==> src/rtl/uart_io_pkg.sv <==
// Shared definitions for the UART transmit peripheral: register map,
// STATUS/CTRL bit positions, FSM state encoding and a divisor helper.
package uart_io_pkg;

   localparam logic [1:0] REG_DATA   = 2'd0;
   localparam logic [1:0] REG_STATUS = 2'd1;
   localparam logic [1:0] REG_DIV    = 2'd2;
   localparam logic [1:0] REG_CTRL   = 2'd3;

   localparam int STAT_BUSY    = 0;
   localparam int STAT_EMPTY   = 1;
   localparam int STAT_FULL    = 2;
   localparam int STAT_OVF     = 3;
   localparam int STAT_CNT_LSB = 4;
   localparam int STAT_CNT_W   = 3;

   localparam int CTRL_EN    = 0;
   localparam int CTRL_FLUSH = 1;

   typedef enum logic [1:0] {
      ST_IDLE  = 2'd0,
      ST_START = 2'd1,
      ST_DATA  = 2'd2,
      ST_STOP  = 2'd3
   } tx_state_t;

   // A divisor below 2 would make a bit shorter than the counter can time.
   function automatic logic [15:0] eff_div(input logic [15:0] d);
      return (d < 16'd2) ? 16'd2 : d;
   endfunction

endpackage

==> src/rtl/io_fifo.sv <==
// Synchronous FIFO with separate occupancy count. Flush overrides push/pop.
// A push into a full FIFO is accepted only when a pop happens on the same edge.
module io_fifo #(
   parameter int WIDTH = 8,
   parameter int DEPTH = 4
) (
   input  logic                           clk,
   input  logic                           reset,
   input  logic                           push,
   input  logic                           pop,
   input  logic                           flush,
   input  logic [WIDTH-1:0]               din,
   output logic [WIDTH-1:0]               dout,
   output logic [$clog2(DEPTH+1)-1:0]     count,
   output logic                           full,
   output logic                           empty
);

   localparam int AW = $clog2(DEPTH);
   localparam int CW = $clog2(DEPTH+1);

   logic [WIDTH-1:0] mem [DEPTH];
   logic [AW-1:0]    wr_ptr;
   logic [AW-1:0]    rd_ptr;
   logic             do_push;
   logic             do_pop;

   assign full    = (count == CW'(DEPTH));
   assign empty   = (count == '0);
   assign do_pop  = pop && !empty && !flush;
   assign do_push = push && (!full || do_pop) && !flush;
   assign dout    = mem[rd_ptr];

   // Storage array; contents need no reset since count gates visibility.
   always_ff @(posedge clk) begin
      if (do_push) mem[wr_ptr] <= din;
   end

   // Pointers wrap naturally at the power-of-two depth; count tracks occupancy.
   always_ff @(posedge clk or posedge reset) begin
      if (reset) begin
         wr_ptr <= '0;
         rd_ptr <= '0;
         count  <= '0;
      end else if (flush) begin
         wr_ptr <= '0;
         rd_ptr <= '0;
         count  <= '0;
      end else begin
         if (do_push) wr_ptr <= wr_ptr + AW'(1);
         if (do_pop)  rd_ptr <= rd_ptr + AW'(1);
         if (do_push && !do_pop)      count <= count + CW'(1);
         else if (do_pop && !do_push) count <= count - CW'(1);
      end
   end

endmodule

==> src/rtl/uart_tx_io.sv <==
// Memory-mapped 8N1 UART transmitter on one I/O decoder slot.
//
// state    | meaning
// ---------|-----------------------------------------------------------
// ST_IDLE  | line high; starts a frame when enabled and FIFO non-empty
// ST_START | start bit (low) for div_q cycles
// ST_DATA  | 8 data bits, LSB first, div_q cycles each
// ST_STOP  | stop bit (high) for div_q cycles, then back to idle
module uart_tx_io
   import uart_io_pkg::*;
#(
   parameter int FIFO_DEPTH = 4,
   parameter int DIV_RESET  = 868
) (
   input  logic        clk,
   input  logic        reset,
   input  logic [18:0] dev_bus,
   input  logic        cs,
   output logic [15:0] rdata,
   output logic        tx,
   output logic        busy
);

   localparam int CNT_W = $clog2(FIFO_DEPTH+1);

   logic        we;
   logic [1:0]  reg_sel;
   logic [15:0] wdata;
   logic        wr;

   logic        push_req;
   logic        flush_req;
   logic        ovf_set;
   logic        ovf_clr;
   logic        pop;

   logic             ovf;
   logic             en;
   logic [15:0]      div;
   logic [15:0]      status;

   logic [7:0]       fifo_dout;
   logic [CNT_W-1:0] fifo_count;
   logic             fifo_full;
   logic             fifo_empty;

   tx_state_t   state;
   logic [7:0]  shift;
   logic [2:0]  bitcnt;
   logic [15:0] baud_cnt;
   logic [15:0] div_q;
   logic        bit_end;

   assign {we, reg_sel, wdata} = dev_bus;
   assign wr        = cs && we;
   assign push_req  = wr && (reg_sel == REG_DATA);
   assign flush_req = wr && (reg_sel == REG_CTRL) && wdata[CTRL_FLUSH];
   assign ovf_clr   = wr && (reg_sel == REG_STATUS) && wdata[STAT_OVF];
   assign pop       = (state == ST_IDLE) && en && !fifo_empty;
   assign ovf_set   = push_req && fifo_full && !pop && !flush_req;
   assign bit_end   = (baud_cnt == div_q - 16'd1);
   assign busy      = (state != ST_IDLE);

   io_fifo #(
      .WIDTH (8),
      .DEPTH (FIFO_DEPTH)
   ) u_fifo (
      .clk   (clk),
      .reset (reset),
      .push  (push_req),
      .pop   (pop),
      .flush (flush_req),
      .din   (wdata[7:0]),
      .dout  (fifo_dout),
      .count (fifo_count),
      .full  (fifo_full),
      .empty (fifo_empty)
   );

   // Register file: sticky overflow (set beats clear), divisor, enable.
   always_ff @(posedge clk or posedge reset) begin
      if (reset) begin
         ovf <= 1'b0;
         div <= 16'(DIV_RESET);
         en  <= 1'b0;
      end else begin
         if (ovf_set)      ovf <= 1'b1;
         else if (ovf_clr) ovf <= 1'b0;
         if (wr && (reg_sel == REG_DIV))  div <= wdata;
         if (wr && (reg_sel == REG_CTRL)) en  <= wdata[CTRL_EN];
      end
   end

   // STATUS word assembly.
   always_comb begin
      status                                = '0;
      status[STAT_BUSY]                     = busy;
      status[STAT_EMPTY]                    = fifo_empty;
      status[STAT_FULL]                     = fifo_full;
      status[STAT_OVF]                      = ovf;
      status[STAT_CNT_LSB +: STAT_CNT_W]    = STAT_CNT_W'(fifo_count);
   end

   // Zero-latency read mux, independent of chip-select.
   always_comb begin
      rdata = '0;
      case (reg_sel)
         REG_DATA:   rdata = '0;
         REG_STATUS: rdata = status;
         REG_DIV:    rdata = div;
         REG_CTRL:   rdata = {15'd0, en};
         default:    rdata = '0;
      endcase
   end

   // Frame sequencer, baud counter and registered tx line.
   always_ff @(posedge clk or posedge reset) begin
      if (reset) begin
         state    <= ST_IDLE;
         shift    <= '0;
         bitcnt   <= '0;
         baud_cnt <= '0;
         div_q    <= 16'd2;
         tx       <= 1'b1;
      end else begin
         case (state)
            ST_IDLE: begin
               tx <= 1'b1;
               if (pop) begin
                  shift    <= fifo_dout;
                  div_q    <= eff_div(div);
                  bitcnt   <= '0;
                  baud_cnt <= '0;
                  tx       <= 1'b0;
                  state    <= ST_START;
               end
            end
            ST_START: begin
               if (bit_end) begin
                  baud_cnt <= '0;
                  tx       <= shift[0];
                  state    <= ST_DATA;
               end else begin
                  baud_cnt <= baud_cnt + 16'd1;
               end
            end
            ST_DATA: begin
               if (bit_end) begin
                  baud_cnt <= '0;
                  if (bitcnt == 3'd7) begin
                     tx    <= 1'b1;
                     state <= ST_STOP;
                  end else begin
                     shift  <= {1'b0, shift[7:1]};
                     tx     <= shift[1];
                     bitcnt <= bitcnt + 3'd1;
                  end
               end else begin
                  baud_cnt <= baud_cnt + 16'd1;
               end
            end
            ST_STOP: begin
               if (bit_end) begin
                  baud_cnt <= '0;
                  state    <= ST_IDLE;
               end else begin
                  baud_cnt <= baud_cnt + 16'd1;
               end
            end
            default: state <= ST_IDLE;
         endcase
      end
   end

endmodule

==> config.mk <==
export PLATFORM = sky130hd
export DESIGN_NAME = uart_tx_io
export DESIGN_NICKNAME = d
export VERILOG_FILES = /design/src/rtl/uart_io_pkg.sv /design/src/rtl/io_fifo.sv /design/src/rtl/uart_tx_io.sv
export SDC_FILE = /design/constraint.sdc
export NUM_CORES = 1
export LEC_CHECK = 0
export BUFFER_PORTS_ARGS = -buffer_cell sky130_fd_sc_hd__buf_4
export CORE_UTILIZATION = 47
export DETAILED_ROUTE_END_ITERATION = 10
export SYNTH_ARGS = -nofsm -noshare
export SYNTH_HDL_FRONTEND = slang
export SYNTH_HIERARCHICAL = 1
export SYNTH_SLANG_ARGS = --single-unit
==> constraint.sdc <==
create_clock -name clk -period 9.3 [get_ports clk]
set_clock_uncertainty 0.1 [all_clocks]
set_input_delay 0.465 -clock clk [delete_from_list [all_inputs] [get_ports clk]]
set_output_delay 0.465 -clock clk [all_outputs]
set_load 0.01 [all_outputs]
---- Word-level counts from Yosys, hierarchy flattened ----
Memory sizes are Yosys's and may differ from the RTL's.
Index checks and enable logic that the tools add are counted.
operators by class
  add/sub/neg operators ................... 7
  magnitude comparators ................... 1
  equality and inequality tests ........... 15
  mux-type cells .......................... 35
  reduce and logical (&&, ||, !) cells .... 40
operators by type and width
  cell                                                          number
  case mux 16 bit (4 select lines)                              1
  two-way mux 16 bit                                            3
  case mux 16 bit (2 select lines)                              1
  two-way mux 8 bit                                             3
  logical AND 1 bit                                             18
  two-way mux 2 bit                                             9
  two-way mux 3 bit                                             6
  adder 16 x 1 -> 16 bit (second input constant)                1
  == test 16 bit                                                1
  less-than comparator 16 x 2 -> 1 bit (second input constant)  1
  case mux 8 bit (2 select lines)                               1
  subtractor 16 x 1 -> 16 bit (second input constant)           1
  != test 2 bit (second input constant)                         6
  nonzero test 2 bit                                            5
  == test 2 bit (second input constant)                         4
  two-way mux 1 bit                                             8
  case mux 2 bit (4 select lines)                               1
  adder 3 x 1 -> 3 bit (second input constant)                  2
  == test 3 bit (second input constant)                         2
  logical NOT 1 bit                                             6
  case mux 3 bit (2 select lines)                               1
  nonzero test 3 bit                                            2
  AND reduction 5 bit                                           1
  adder 2 x 1 -> 2 bit (second input constant)                  2
  other kinds (10)                                              12
storage, ports and cells
  register bits ........................... 71
  bits in writable memories ............... 32
  input port bits ......................... 22
  output and inout port bits .............. 18
  word-level logic and storage cells ...... 111
  memories kept ........................... 1
memory list
  memory      depth  bits a word  rd ports  clocked after Yosys merged registers in  write ports  line           text
  u_fifo.mem  4      8            1         0                                        1            io_fifo.sv:22  logic [WIDTH-1:0] mem [DEPTH];

---- Longest topological paths before layout ----
Gate-level depths: netlist of the first run.
  depth after elaboration ................. 13
  mapped depth ............................ 15
  depth with buffers taken out ............ 12

---- By module ----
The synthesis of the first run kept the hierarchy.
modules (own cells, without submodules)
  module      instances  cells an instance  area an instance (sq um)  sequential area each (sq um)
  uart_tx_io  1          398                3756.1                    1610.3
  io_fifo     1          103                1700.4                    1136.1

---- Worst setup path after synthesis of the first run ----
OpenSTA, ideal clock, no wires.
  path type ............................... flip-flop to flip-flop
  start ................................... reg u_fifo.count[2]
  end ..................................... reg u_fifo.count[2]
  library setup time ...................... 0.082 ns
  arrival ................................. 3.299 ns
  required time ........................... 9.118 ns
  slack ................................... 5.819 ns
  stages on the path, launching flop included .. 16
  buffers on the path ..................... 4
  clock period less this slack ............ 3.481 ns
  cells stage by stage .................... dfrtp_1 buf_2 nor3_1 nand2b_1 or2_2 clkbuf_1 clkinv_1 buf_1 clkbuf_2 nor4b_2 nor3_1 and2_1 fa_1 nand2b_1 o21bai_1 a31oi_1
between the ends
  longest elaborated chain between the ends .. 11
  elaborated cells between the ends (all ways) .. 20
  those cells by class .................... add/sub (2); eq/ne (1); mux (3); reduce/logical (14)
RTL lines
  what                                                     line                          text
  start: declaration                                       io_fifo.sv:14                 output logic [$clog2(DEPTH+1)-1:0] count,
  start signal: assignment                                 io_fifo.sv:52                 if (do_push && !do_pop) count <= count + CW'(1);
  start signal: assignment                                 io_fifo.sv:53                 else if (do_pop && !do_push) count <= count - CW'(1);
  logical NOT 3 bit (*)                                    io_fifo.sv:29                 assign empty = (count == '0);
  net fifo_empty                                           uart_tx_io.sv:45              logic fifo_empty;
  logical NOT 1 bit (*)                                    uart_tx_io.sv:59              assign pop = (state == ST_IDLE) && en && !fifo_empty;
  logical AND 1 bit (*)                                    uart_tx_io.sv:59
  net pop                                                  uart_tx_io.sv:35              logic pop;
  logical AND 1 bit (*) (2 in series)                      io_fifo.sv:30                 assign do_pop = pop && !empty && !flush;
  logical OR 1 bit                                         io_fifo.sv:31                 assign do_push = push && (!full || do_pop) && !flush;
  logical AND 1 bit (2 in series)                          io_fifo.sv:31
  logical AND 1 bit or logical NOT 1 bit (tied branches)   io_fifo.sv:52, io_fifo.sv:53
  two-way mux 3 bit or logical AND 1 bit (tied branches)   io_fifo.sv:52, io_fifo.sv:53
  two-way mux 3 bit or nonzero test 3 bit (tied branches)  --
Mark *: on every way through the listed nets, which the timed path passes. The rest lies on a longest branch. The select of a mux whose other input is x is not followed.
A chain may end at the register's enable or synchronous reset.

---- Final worst setup path of the first run ----
  start ................................... reg u_fifo.count[2]
  end ..................................... reg u_fifo.count[2]
between the ends
  longest elaborated chain between the ends .. 11
  elaborated cells between the ends (all ways) .. 20
  those cells by class .................... add/sub (2); eq/ne (1); mux (3); reduce/logical (14)
RTL lines
  what                                                     line
  logical NOT 3 bit (*)                                    io_fifo.sv:29
  net fifo_empty                                           uart_tx_io.sv:45
  logical NOT 1 bit (*)                                    io_fifo.sv:30, uart_tx_io.sv:59
  logical AND 1 bit                                        uart_tx_io.sv:59
  logical AND 1 bit (*) (2 in series)                      io_fifo.sv:30
  logical OR 1 bit                                         io_fifo.sv:31
  logical AND 1 bit (2 in series)                          io_fifo.sv:31
  logical AND 1 bit or logical NOT 1 bit (tied branches)   io_fifo.sv:52, io_fifo.sv:53
  two-way mux 3 bit or logical AND 1 bit (tied branches)   io_fifo.sv:52, io_fifo.sv:53
  two-way mux 3 bit or nonzero test 3 bit (tied branches)  --
Marked as above.

==> reports/metrics.yaml, run 1 <==
worst_setup_path:
  cp_slowest_cell: "clkinv_1"
  crit_type: "reg2reg"
  path_cells: "nor3_1 -> nand2b_1 -> or2_2 -> clkinv_1 -> nor4b_2 -> nor3_1 -> and2_1 -> fa_1 -> nand2b_1 -> o211ai_1 -> a31oi_1"
  end_kind: "register"
  cp_max_fo: 25
  worstPathRequired_ns: 9.40
  critPathTopFamily: "simple AND/OR/NAND/NOR gates"
  slowest_delay_ns: 0.62
  start_kind: "register"
  arrival_ns: 4.20
  critical_path_buf_inv_count: 1
final_layout:
  fin_cells: 678
  antenna_cells: 0
  areaGrowthSynthToFinish_pct: 12.8
  nFillCells: 978
  drive_gt1_share_pct: 19.0
  design_area_sq_mm: 0.00616
  finalNetCount: 569
  multi_input_area_sq_mm: 0.00253
  seq_area_sq_mm: 0.00275
synthesis:
  muxShareOfSynthArea_pct: 8.39
  syn-cell-area_sq_mm: 0.00546
  avgSynthCellArea_sq_um: 10.9
  netlist_top_cells_count: "dfrtp_1, nand2_1, nor2_1, edfxtp_1, inv_1"
  synth_top_area_share_pct: 29.4
  synthXorXnorAreaFrac_pct: 5.62
  ys_types: 70
  synth_top_cells_by_area: "dfrtp_1, edfxtp_1, nand2_1"
  synth_top_family_by_area: "simple AND/OR/NAND/NOR gates"
  synthFlopType: "dfrtp_1"
  synth.largest_area_cell: "dfrtp_1"
  synth_compound_area_share_pct: 10.3
  synth_warnings: 6
  yosysMostFrequentCell: "dfrtp_1"
  synth_nets: 537
  ys_async_sr_fraction_pct: 68.9
  ys_seq_area_share_pct: 50.3
  synthSimpleGateAreaFrac_pct: 18.8
  synth_enable_flop_cells: 32
  synth-adder-area-share_pct: 3.35
  synth_seq_cells: 103
  syn_inst: 501
floorplan:
  die_w_um: 110
  start_util_pct: 49.3
  dieArea_sq_mm: 0.0120
  rows: 38
  io_pins: 40
  die_y_um: 110
  core_sq_mm: 0.0111
routing:
  avgRoutedWirePerCell_um: 17.4
  drc_errors: 0
  first_pass_iters: 6
  drtIter0Drc: 194
  vias: 3857
  routed_wl_mm: 11.8
  via_per_inst: 5.69
  ant_nets: 0
run_status:
  status: "complete, no violations"
timing:
  fmax_ghz: 0.244
  hold_violations: 0
  setup_viol_count_final: 0
  fin_crit_sh_pct: 44.0
  relSlewSlack_pct: 40.2
  period_minus_slack_ns: 4.10
  tns_ns: 0
  max_slew.worst_pin.slew_ns: 0.895
  rsz0062_at_grt: "false"
  drv_slew: 0
  hold_ws_ns: 0.220
  setup_slack_ns: 5.20
clock_tree:
  htreeDepth: 3
  cts_buffer_depth: 2
  cts_buffers: 9
  path_clk_slew_ns: 0.07
  cts_root_buf: "clkbuf_16"
  clock_latency_ns: 0.35
  cts_tree: "built"
  numClockSinks: 103
place:
  hpwlAfterDp_mm: 8.49
  numPortBuffers: 39
  dp.cells: 661
  gp_congestion: 0.827
  placed_area_sq_mm: 0.00585
  post-place-ws_ns: 5.24
global_routing:
  grt_max_degree: 65
  grt_pass1_vias: 3675
  grt_first_pass_wirelength_mm: 19.3
  antenna_found_initial: 0
  grt-ovfl-total: 0
  grt_usage_pct: 21.5
pwr:
  power_density_mw_per_mm2: 277
  max-vdd-ir-drop_mv: 0.158
  cellLeakagePower_nw: 2.50
min_path:
  hold_path.class: "in2reg"
flow_run:
  cap_violations: 0
## layout make-up
cell class              instances  area share, %
clock buffers                  10           3.72
clock inverters                 6           1.08
inverters                      23           1.40
multi-input cells             354           41.2
flip-flops and latches        103           44.6
well taps                     140           2.85
repair buffers                 42           5.16
## worst register-to-register path, stage by stage (launching register included)
cell,delay (ns)
dfrtp_1,0.48
nor3_1,0.30
nand2b_1,0.26
or2_2,0.37
clkinv_1,0.62
nor4b_2,0.59
nor3_1,0.15
and2_1,0.22
fa_1,0.41
nand2b_1,0.18
o211ai_1,0.16
a31oi_1,0.11
## registers in the layout (all words and copies together) (netlist names)
name and cells:
en 1, state 2, baud_cnt 16, u_fifo/count 3, ovf 1, div_q 16, u_fifo/wr_ptr 2, u_fifo/rd_ptr 2
shift 8, tx 1, div 16, bitcnt 3, u_fifo/mem 32
## power by group
part	total (W)	internal [W]	switching, W
Sequential	0.000724	0.000574	0.000150
Clock	0.000376	0.000210	0.000167
Combinational	0.000604	0.000274	0.000329
## metrics by stage
| step | utilization [%] | power (W) |
|---|---|---|
| after CTS | 55.6 | 0.00171 |
| final | 55.6 | 0.00170 |
| after global placement | 52.8 | 0.00131 |
| after detailed placement | 52.8 | 0.00133 |
| after global routing | 55.6 | 0.00182 |
| after floorplan | - | 0.00116 |
## placed cells by master, fill, tap and decap left out, types with 7 or more instances in the layout
cell type and instances:
dfrtp_1 64, nand2_1 60, buf_4 41, nor2_1 37, edfxtp_1 32, inv_1 21, and2_1 19, xor2_1 18
mux2_2 18, nand3_1 17, xnor2_1 17, o21ai_0 16, ha_1 13, nor3_1 11, nand2b_1 10, a21oi_1 10
clkbuf_16 9, mux4_2 8, nand4_1 7, a22o_1 7, o221a_1 7, dfstp_2 7
## cell families (layout without fill, tap and decap cells)
group | Yosys count | after routing
muxes | 33 | 33
xor gates and xnor gates | 35 | 35
AOI/OAI and AO/OA | 77 | 77
adders and majority gates | 14 | 14
and+or+nand+nor | 195 | 195
DFF | 103 | 103
buffers and inverters | 44 | 81
## final timing paths
| kind | to | from | slack [ns] | depth (start not counted) |
|---|---|---|---|---|
| min in group asynchronous | u_fifo/wr_ptr[1]$_DFFE_PP0P_ | reset | 0.52 | 3 |
| max in group asynchronous | bitcnt[1]$_DFFE_PP0P_ | reset | 7.75 | 4 |
| worst max-delay path | u_fifo/count[2]$_DFFE_PP0P_ | u_fifo/count[2]$_DFFE_PP0P_ | 5.20 | 11 |
| worst max register to register | u_fifo/count[2]$_DFFE_PP0P_ | u_fifo/count[2]$_DFFE_PP0P_ | 5.20 | 11 |
| worst min-delay path | u_fifo/mem[2][5]$_DFFE_PP_ | dev_bus[5] | 0.22 | 1 |
| worst min register to register | ovf$_DFFE_PP0P_ | ovf$_DFFE_PP0P_ | 0.41 | 1 |
## layer usage
metal / GRT usage, % / wire, um
met2: 31.7 / 5170
met5: 0 / 0
met1: 31.7 / 5880
met4: 5.81 / 149
met3: 5.04 / 610
## repair_timing
| action | CTS | global route |
|---|---|---|
| endpoints found under the setup margin | 0 | 0 |
| endpoints found under the hold margin | 7 | 0 |
| hold buffers | 1 | 0 |
| resized for setup | 0 | 0 |
| setup buffers | 0 | 0 |
(Power assumes the default switching activity.)
==> run 2, diff against run 1 <==
Settings changed: PLACE_DENSITY from default to 0.67.
Clock period 9.3 ns to 3.4 ns, I/O delays scaled along.
==> run 2 against run 1 <==
- fmax grew 29%
- count of clock-buffer cells in the layout shrank 1
- flip-flop and latch count did not move
- utilization grew 2.3 points
- register-to-register slack worse by 5.0 ns
- highest routed layer unchanged
- combinational power grew to 3.0 times the previous value
- worst hold slack worse by 0.15 ns
==> reports/metrics.yaml, run 2 (synthesis gave the netlist of run 1 again) <==
pwr:
  power_density_mw_per_mm2: 740  # +170%
  netSwitchingPower_w: 0.00183  # +180%
  power_frac_comb_pct: 37.8  # +2.4 points
  p_seq_share_pct: 40.7  # -1.8 points
  cellLeakagePower_nw: 2.64  # +5.7%
  clkPwrFrac_pct: 21.5  # -0.6 points
  max-vdd-ir-drop_mv: 0.542  # +240%
  internal_power_w: 0.00292  # +180%
  sw_frac_of_total_pct: 38.6  # +0.65 points
  p_total_w: 0.00475  # +180%
final_layout:
  largest_register: "u_fifo/mem"
  antenna_cells: 0  # unchanged
  nFillCells: 939  # -4.0%
  largest_register_ffs: 32  # unchanged
  areaGrowthSynthToFinish_pct: 17.5
  layout_commonest_cell: "dfrtp_1"
  drive_gt1_share_pct: 20.7  # +1.7 points
  final_cell_mix: "dfrtp_1, nand2_1, buf_4"
  finalNetCount: 597  # +4.9%
timing:
  period_minus_slack_ns: 3.16  # -0.932 ns
  rsz0062_at_grt: "false"
  drv_slew: 0  # unchanged
  fin_crit_sh_pct: 93.1  # +49 points
  tns_ns: 0  # unchanged
  hold_violations: 0  # unchanged
  setup_viol_count_final: 0  # unchanged
  fmax_ghz: 0.316  # +29%
  relSlewSlack_pct: 33.7  # -6.5 points
  max_slew.worst_pin.slew_ns: 0.993  # +0.0982 ns
  hold_ws_ns: 0.0712  # -0.149 ns
clock_tree:
  cts_tree: "built"
  cts_buffers: 9  # unchanged
  cts_setup_buffers: 0  # unchanged
  ctsHoldBuffers: 17  # +16
  clock_latency_ns: 0.35  # about the same
  numClockSinks: 103  # unchanged
  ctsResizeCount: 0  # unchanged
  cts_root_buf: "clkbuf_16"
  cts_buffer_depth: 2  # unchanged
  htreeDepth: 3  # unchanged
  path_clk_slew_ns: 0.07  # about the same
worst_setup_path:
  cp_slowest_cell: "or4b_1"
  start_kind: "register"
  reg2reg_from: "div_q[0]$_DFFE_PP0P_"
  cp-startpoint: "div_q[0]$_DFFE_PP0P_"
  r2r-end: "state[1]$_DFFE_PP0P_"
  end_kind: "register"
  slowest_delay_ns: 0.50  # -0.12 ns
  arrival_ns: 3.29  # -0.91 ns
  path_cells: "inv_1 -> ha_1 -> or4b_1 -> o311a_1 -> nor4b_2 -> o211ai_1 -> a2111oi_2 -> a21oi_1 -> mux2_1"
  worstPathRequired_ns: 3.53  # -5.87 ns
  ff2ff_path_depth: 9  # -2
  r2r_slack_ns: 0.24  # -4.97 ns
  crit_type: "reg2reg"
  cp_max_fo: 8  # -68%
global_routing:
  antenna_found_initial: 0  # unchanged
  grt_pass1_vias: 3854  # +4.9%
  grt_usage_pct: 21.8  # +0.30 points
  grt_max_degree: 43  # -34%
  grt_first_pass_wirelength_mm: 19.6  # +1.5%
  grt-ovfl-total: 0  # unchanged
routing:
  drc_errors: 0  # unchanged
  avgRoutedWirePerCell_um: 17.1  # -1.6%
  first_pass_iters: 4  # -2
  vias: 3990  # +3.4%
  routed_wl_mm: 12.1  # +2.5%
  ant_nets: 0  # unchanged
  via_per_inst: 5.65  # -0.65%
  drtIter0Drc: 321  # +65%
floorplan:
  die_w_um: 110  # unchanged
  die_y_um: 110  # unchanged
  core_sq_mm: 0.0111  # unchanged
  start_util_pct: 49.3  # unchanged
  dieArea_sq_mm: 0.0120  # unchanged
  rows: 38  # unchanged
  io_pins: 40  # unchanged
flow_run:
  cap_violations: 0  # unchanged
place:
  numPortBuffers: 39  # unchanged
  gp_congestion: 0.845  # +2.3%
  hpwlAfterDp_mm: 8.63  # +1.7%
min_path:
  hold_path.class: "in2reg"
  worstHoldPathCells: 3  # +2
  worstHoldStart: "dev_bus[18]"
  hold_end: "ovf$_DFFE_PP0P_"
run_status:
  status: "complete, no violations"
==> run 2: cell count changes in the layout (fill, tap and decap cells not counted) <==
cell | previous run | this run
clkbuf_1 | 1 | 0
inv_8 | 0 | 1
clkinv_1 | 2 | 0
clkinvlp_4 | 2 | 0
inv_6 | 2 | 3
clkinv_8 | 0 | 2
bufinv_16 | 1 | 0
clkinv_2 | 0 | 2
dlygate4sd3_1 | 1 | 17
buf_4 | 41 | 53
==> run 2: critical path: cells and delay by family, from the launching register on <==
kind            cells  cell delay [ns]
flops               1             0.43
mux                 1             0.33
simple gates        2             0.79
buf+inv             1             0.10
fa+ha+maj           1             0.31
compound gates      4             0.98
==> run 2: worst max path at each step <==
| stage | end | slack (ns) | depth (start not counted) |
|---|---|---|---|
| 2_1_floorplan | u_fifo/count[2]$_DFFE_PP0P_ | 0.10 | 15 |
| 3_3_place_gp | state[1]$_DFFE_PP0P_ | 0.36 | 9 |
| 3_5_place_dp | state[1]$_DFFE_PP0P_ | 0.24 | 9 |
| 4_1_cts | state[1]$_DFFE_PP0P_ | 0.23 | 9 |
| 5_1_grt | baud_cnt[8]$_DFFE_PP0P_ | 0.01 | 10 |
| 6_report | state[1]$_DFFE_PP0P_ | 0.24 | 9 |
==> run 2: layout make-up <==
class                   count  area (sq um)  share of cell area, %
clock inverters             7          75.1                   1.17
flip-flops and latches    103          2750                   42.8
clock buffers               9           225                   3.51
repair buffers             70           568                   8.86
inverters                  23          87.6                   1.37
multi-input cells         354          2530                   39.5
well taps                 140           175                   2.73
==> run 2: routing by layer <==
layer	vias up	track usage, %	share of wire (%)
met5	-	0	0
met4	0	8.57	2.5
met3	24	3.91	3.5
met2	107	36.7	49
met1	1944	27.9	45
li1	1915	-	-
==> run 2: power groups by stage <==
stage / sequential, W / combinational (W) / clock (W)
finish: 0.00193 / 0.00180 / 0.00102
floorplan: 0.00180 / 0.00138 / 0
global placement: 0.00194 / 0.00173 / 0
global route: 0.00198 / 0.00201 / 0.00107
detailed placement: 0.00195 / 0.00176 / 0
CTS: 0.00193 / 0.00179 / 0.00104
==> run 2: per-stage QoR <==
stage          worst slack [ns]  utilization (%)  cell area, sq um  std cells
2_1_floorplan             0.104                -              5460        501
3_5_place_dp              0.242             53.6              5940        673
6_report                  0.236             57.9              6410        706
4_1_cts                   0.232             57.9              6410        706
5_1_grt                  0.0146             57.9              6410        706
3_3_place_gp              0.358             53.6              5940        673
==> run 3, diff against run 2 <==
Settings changed: ABC_AREA from default to 1.
==> run 3 against run 2 <==
- final cell count rose by 27%
- global-route usage grew 0.16 points
- fmax is 16% higher
- highest routed layer unchanged
- critical endpoint is now bitcnt[1]$_DFFE_PP0P_
- total power rose by 7.0%
- largest power group is now combinational logic
- die area grew 4.5%
- critical path depth is 6 higher
- final area is 3.2% higher
- sequential share of layout area fell by 1.3 points
- area after synthesis grew 4.5%
==> reports/metrics.yaml, run 3 <==
clock_tree:
  cts_tree: "built"
  cts_setup_buffers: 0  # unchanged
  cts_buffers: 9  # unchanged
  htreeDepth: 3  # unchanged
  path_clk_slew_ns: 0.07  # about the same
  cts_root_buf: "clkbuf_16"
  cts_buffer_depth: 2  # unchanged
  numClockSinks: 103  # unchanged
  clock_latency_ns: 0.36  # about the same
  ctsResizeCount: 0  # unchanged
timing:
  tns_ns: 0  # unchanged
  fmax_ghz: 0.366  # +16%
  fin_crit_sh_pct: 80.5  # -13 points
  drv_slew: 0  # unchanged
  relSlewSlack_pct: 30.5  # -3.2 points
  rsz0062_at_grt: "false"
  setup_viol_count_final: 0  # unchanged
  period_minus_slack_ns: 2.74  # -0.428 ns
  max_slew.worst_pin.slew_ns: 1.04  # +0.0480 ns
  hold_violations: 0  # unchanged
routing:
  vias: 4681  # +17%
  drc_errors: 0  # unchanged
  ant_nets: 0  # unchanged
  via_per_inst: 5.20  # -8.0%
  first_pass_iters: 5  # +1
  drtIter0Drc: 246  # -23%
  routed_wl_mm: 12.9  # +6.5%
  avgRoutedWirePerCell_um: 14.3  # -16%
worst_setup_path:
  arrival_ns: 2.87  # -0.42 ns
  end_kind: "register"
  critical_path_buf_inv_count: 1  # unchanged
  cp_common_cell: "nand2_1"
  worstPathRequired_ns: 3.54  # about the same
  start_kind: "register"
  cp_slowest_cell: "dfrtp_1"
  crit_type: "reg2reg"
  slowest_delay_ns: 0.42  # -0.08 ns
  cp_max_fo: 15  # +7
  critPathTopFamily: "simple AND/OR/NAND/NOR gates"
  path_cells: "inv_2 -> ha_1 -> nand3_4 -> nor2_4 -> nand2_1 -> nand2_1 -> nand2_2 -> nor2_4 -> nand2_2 -> nor2_4 -> nand2_4 -> a21oi_4 -> nand2_2 -> nand2_1 -> nand2_1"
synthesis:
  synth_warnings: 6  # unchanged
  avgSynthCellArea_sq_um: 8.22  # -25%
  synth.largest_area_cell: "dfrtp_1"
  syn_inst: 694  # +39%
  ys_async_sr_fraction_pct: 68.9  # unchanged
  netlist_top_cells_count: "nand2_1, inv_1, nor2_1, o21ai_0, dfrtp_1"
  synth_top_cells_by_area: "dfrtp_1, edfxtp_1, nand2_1"
  synthFlopType: "dfrtp_1"
  synth-adder-area-share_pct: 3.20  # -0.15 points
  synthXorXnorAreaFrac_pct: 2.41  # -3.2 points
  synth_top_area_share_pct: 28.1  # -1.3 points
  ys_seq_area_share_pct: 48.1  # -2.2 points
  synth_enable_flop_cells: 32  # unchanged
  synth_compound_area_share_pct: 10.1  # -0.21 points
  synth_top_family_by_area: "simple AND/OR/NAND/NOR gates"
  muxShareOfSynthArea_pct: 0.197  # -8.2 points
  yosysMostFrequentCell: "nand2_1"
  synthSimpleGateAreaFrac_pct: 28.5  # +9.7 points
  syn-cell-area_sq_mm: 0.00570  # +4.5%
  ys_types: 43  # -39%
  synth_seq_cells: 103  # unchanged
  synth_nets: 730  # +36%
floorplan:
  core_sq_mm: 0.0116  # +4.8%
  start_util_pct: 49.1  # -0.14 points
  dieArea_sq_mm: 0.0126  # +4.5%
  io_pins: 40  # unchanged
  rows: 39  # +2.6%
  die_y_um: 112  # +2.2%
  die_w_um: 112  # +2.2%
global_routing:
  antenna_found_initial: 0  # unchanged
  grt_first_pass_wirelength_mm: 21.8  # +11%
  grt_usage_pct: 22.0  # +0.16 points
  grt-ovfl-total: 0  # unchanged
  grt_pass1_vias: 4368  # +13%
  grt_max_degree: 51  # +19%
min_path:
  hold_path.class: "in2reg"
final_layout:
  antenna_cells: 0  # unchanged
  layout_commonest_cell: "nand2_1"
  finalNetCount: 788  # +32%
  largest_register_ffs: 32  # unchanged
  areaGrowthSynthToFinish_pct: 16.0
  largest_register: "u_fifo/mem"
  final_cell_mix: "nand2_1, inv_1, nor2_1"
  drive_gt1_share_pct: 15.2  # -5.5 points
pwr:
  power_density_mw_per_mm2: 768  # +3.7%
  cellLeakagePower_nw: 3.07  # +16%
  max-vdd-ir-drop_mv: 0.426  # -21%
  p_total_w: 0.00508  # +7.0%
flow_run:
  cap_violations: 0  # unchanged
place:
  hpwlAfterDp_mm: 9.37  # +8.6%
  gp_congestion: 0.839  # -0.75%
  numPortBuffers: 39  # unchanged
run_status:
  status: "complete, no violations"
run 3: changes by cell type in the layout (fill, tap and decap cells not counted), moves of 10 or more:
cell	previous run	this run
nand2_1	60	158
inv_1	21	82
o21ai_0	16	69
nor2_1	37	81
nand3_1	17	43
and2_1	19	1
mux2_2	18	1
xor2_1	18	5
a21oi_1	10	20
nand2_2	0	10
nand2b_1	10	0
xnor2_1	17	7
run 3: final timing paths:
kind,from,endpoint,slack [ns],cells past startpoint
max in group asynchronous,reset,baud_cnt[2]$_DFFE_PP0P_,1.91,4
max,div_q[0]$_DFFE_PP0P_,bitcnt[1]$_DFFE_PP0P_,0.66,15
min in group asynchronous,reset,u_fifo/count[0]$_DFFE_PP0P_,0.23,3
max reg2reg,div_q[0]$_DFFE_PP0P_,bitcnt[1]$_DFFE_PP0P_,0.66,15
min reg2reg,shift[5]$_DFFE_PP0P_,shift[5]$_DFFE_PP0P_,0.38,2
min,dev_bus[10],div[10]$_DFFE_PP0P_,0.01,3
run 3: area by class of cell:
type	instances	area (sq um)
sequential	103	2750
clock buffer	9	225
timing repair buffer	63	513
inverter	91	344
tap	143	179
clock inverter	7	76.3
fill	1050	5000
multi-input combinational	484	2530
run 3: report_power, final:
group	leakage, nW	internal [W]	switching, W	total [W]
registers	1.16	0.00159	0.000328	0.00191
clock network	0.149	0.000526	0.000526	0.00105
logic	1.77	0.000766	0.00135	0.00211
total	3.07	0.00288	0.00220	0.00508
run 3: worst register-to-register path, delay by kind of cell, from the launching register on:
family	cells	cell delay (ns)
AOI/OAI and AO/OA	1	0.36
buffers and inverters	1	0.14
adders and majority gates	1	0.26
and+or+nand+nor	12	1.32
DFF	1	0.42
run 3: logic make-up (layout without fill, tap and decap cells):
group | count (synthesis) | count (layout)
simple gates | 347 | 347
compound gates | 108 | 108
buf+inv | 107 | 170
flops | 103 | 103
fa+ha+maj | 14 | 14
xor+xnor | 14 | 14
mux | 1 | 1
run 3: what timing repair did:
item,in CTS,in global routing
endpoints found under the hold margin,50,0
endpoints found under the setup margin,0,0
hold buffers,16,0
run 3: per-layer routing:
layer	global-route usage [%]	part of all wire, %	vias up
li1	-	-	2379
met1	31.2	49	2198
met2	33.8	45	91
met3	3.73	4.3	13
met4	8.44	1.4	0
met5	0	0	-
run 3: through the flow:
step                area [sq um]  util (%)  hold slack [ns]  setup slack, ns  instances
finish                      6620      57.0           0.0136            0.664        900
floorplan                   5700         -           -0.127            0.651        694
CTS                         6620      57.0          0.00844            0.667        900
detailed placement          6160      53.0           0.0477            0.687        868
global route                6620      57.0           0.0260            0.414        900
global placement            6160      53.0           0.0412            0.795        868
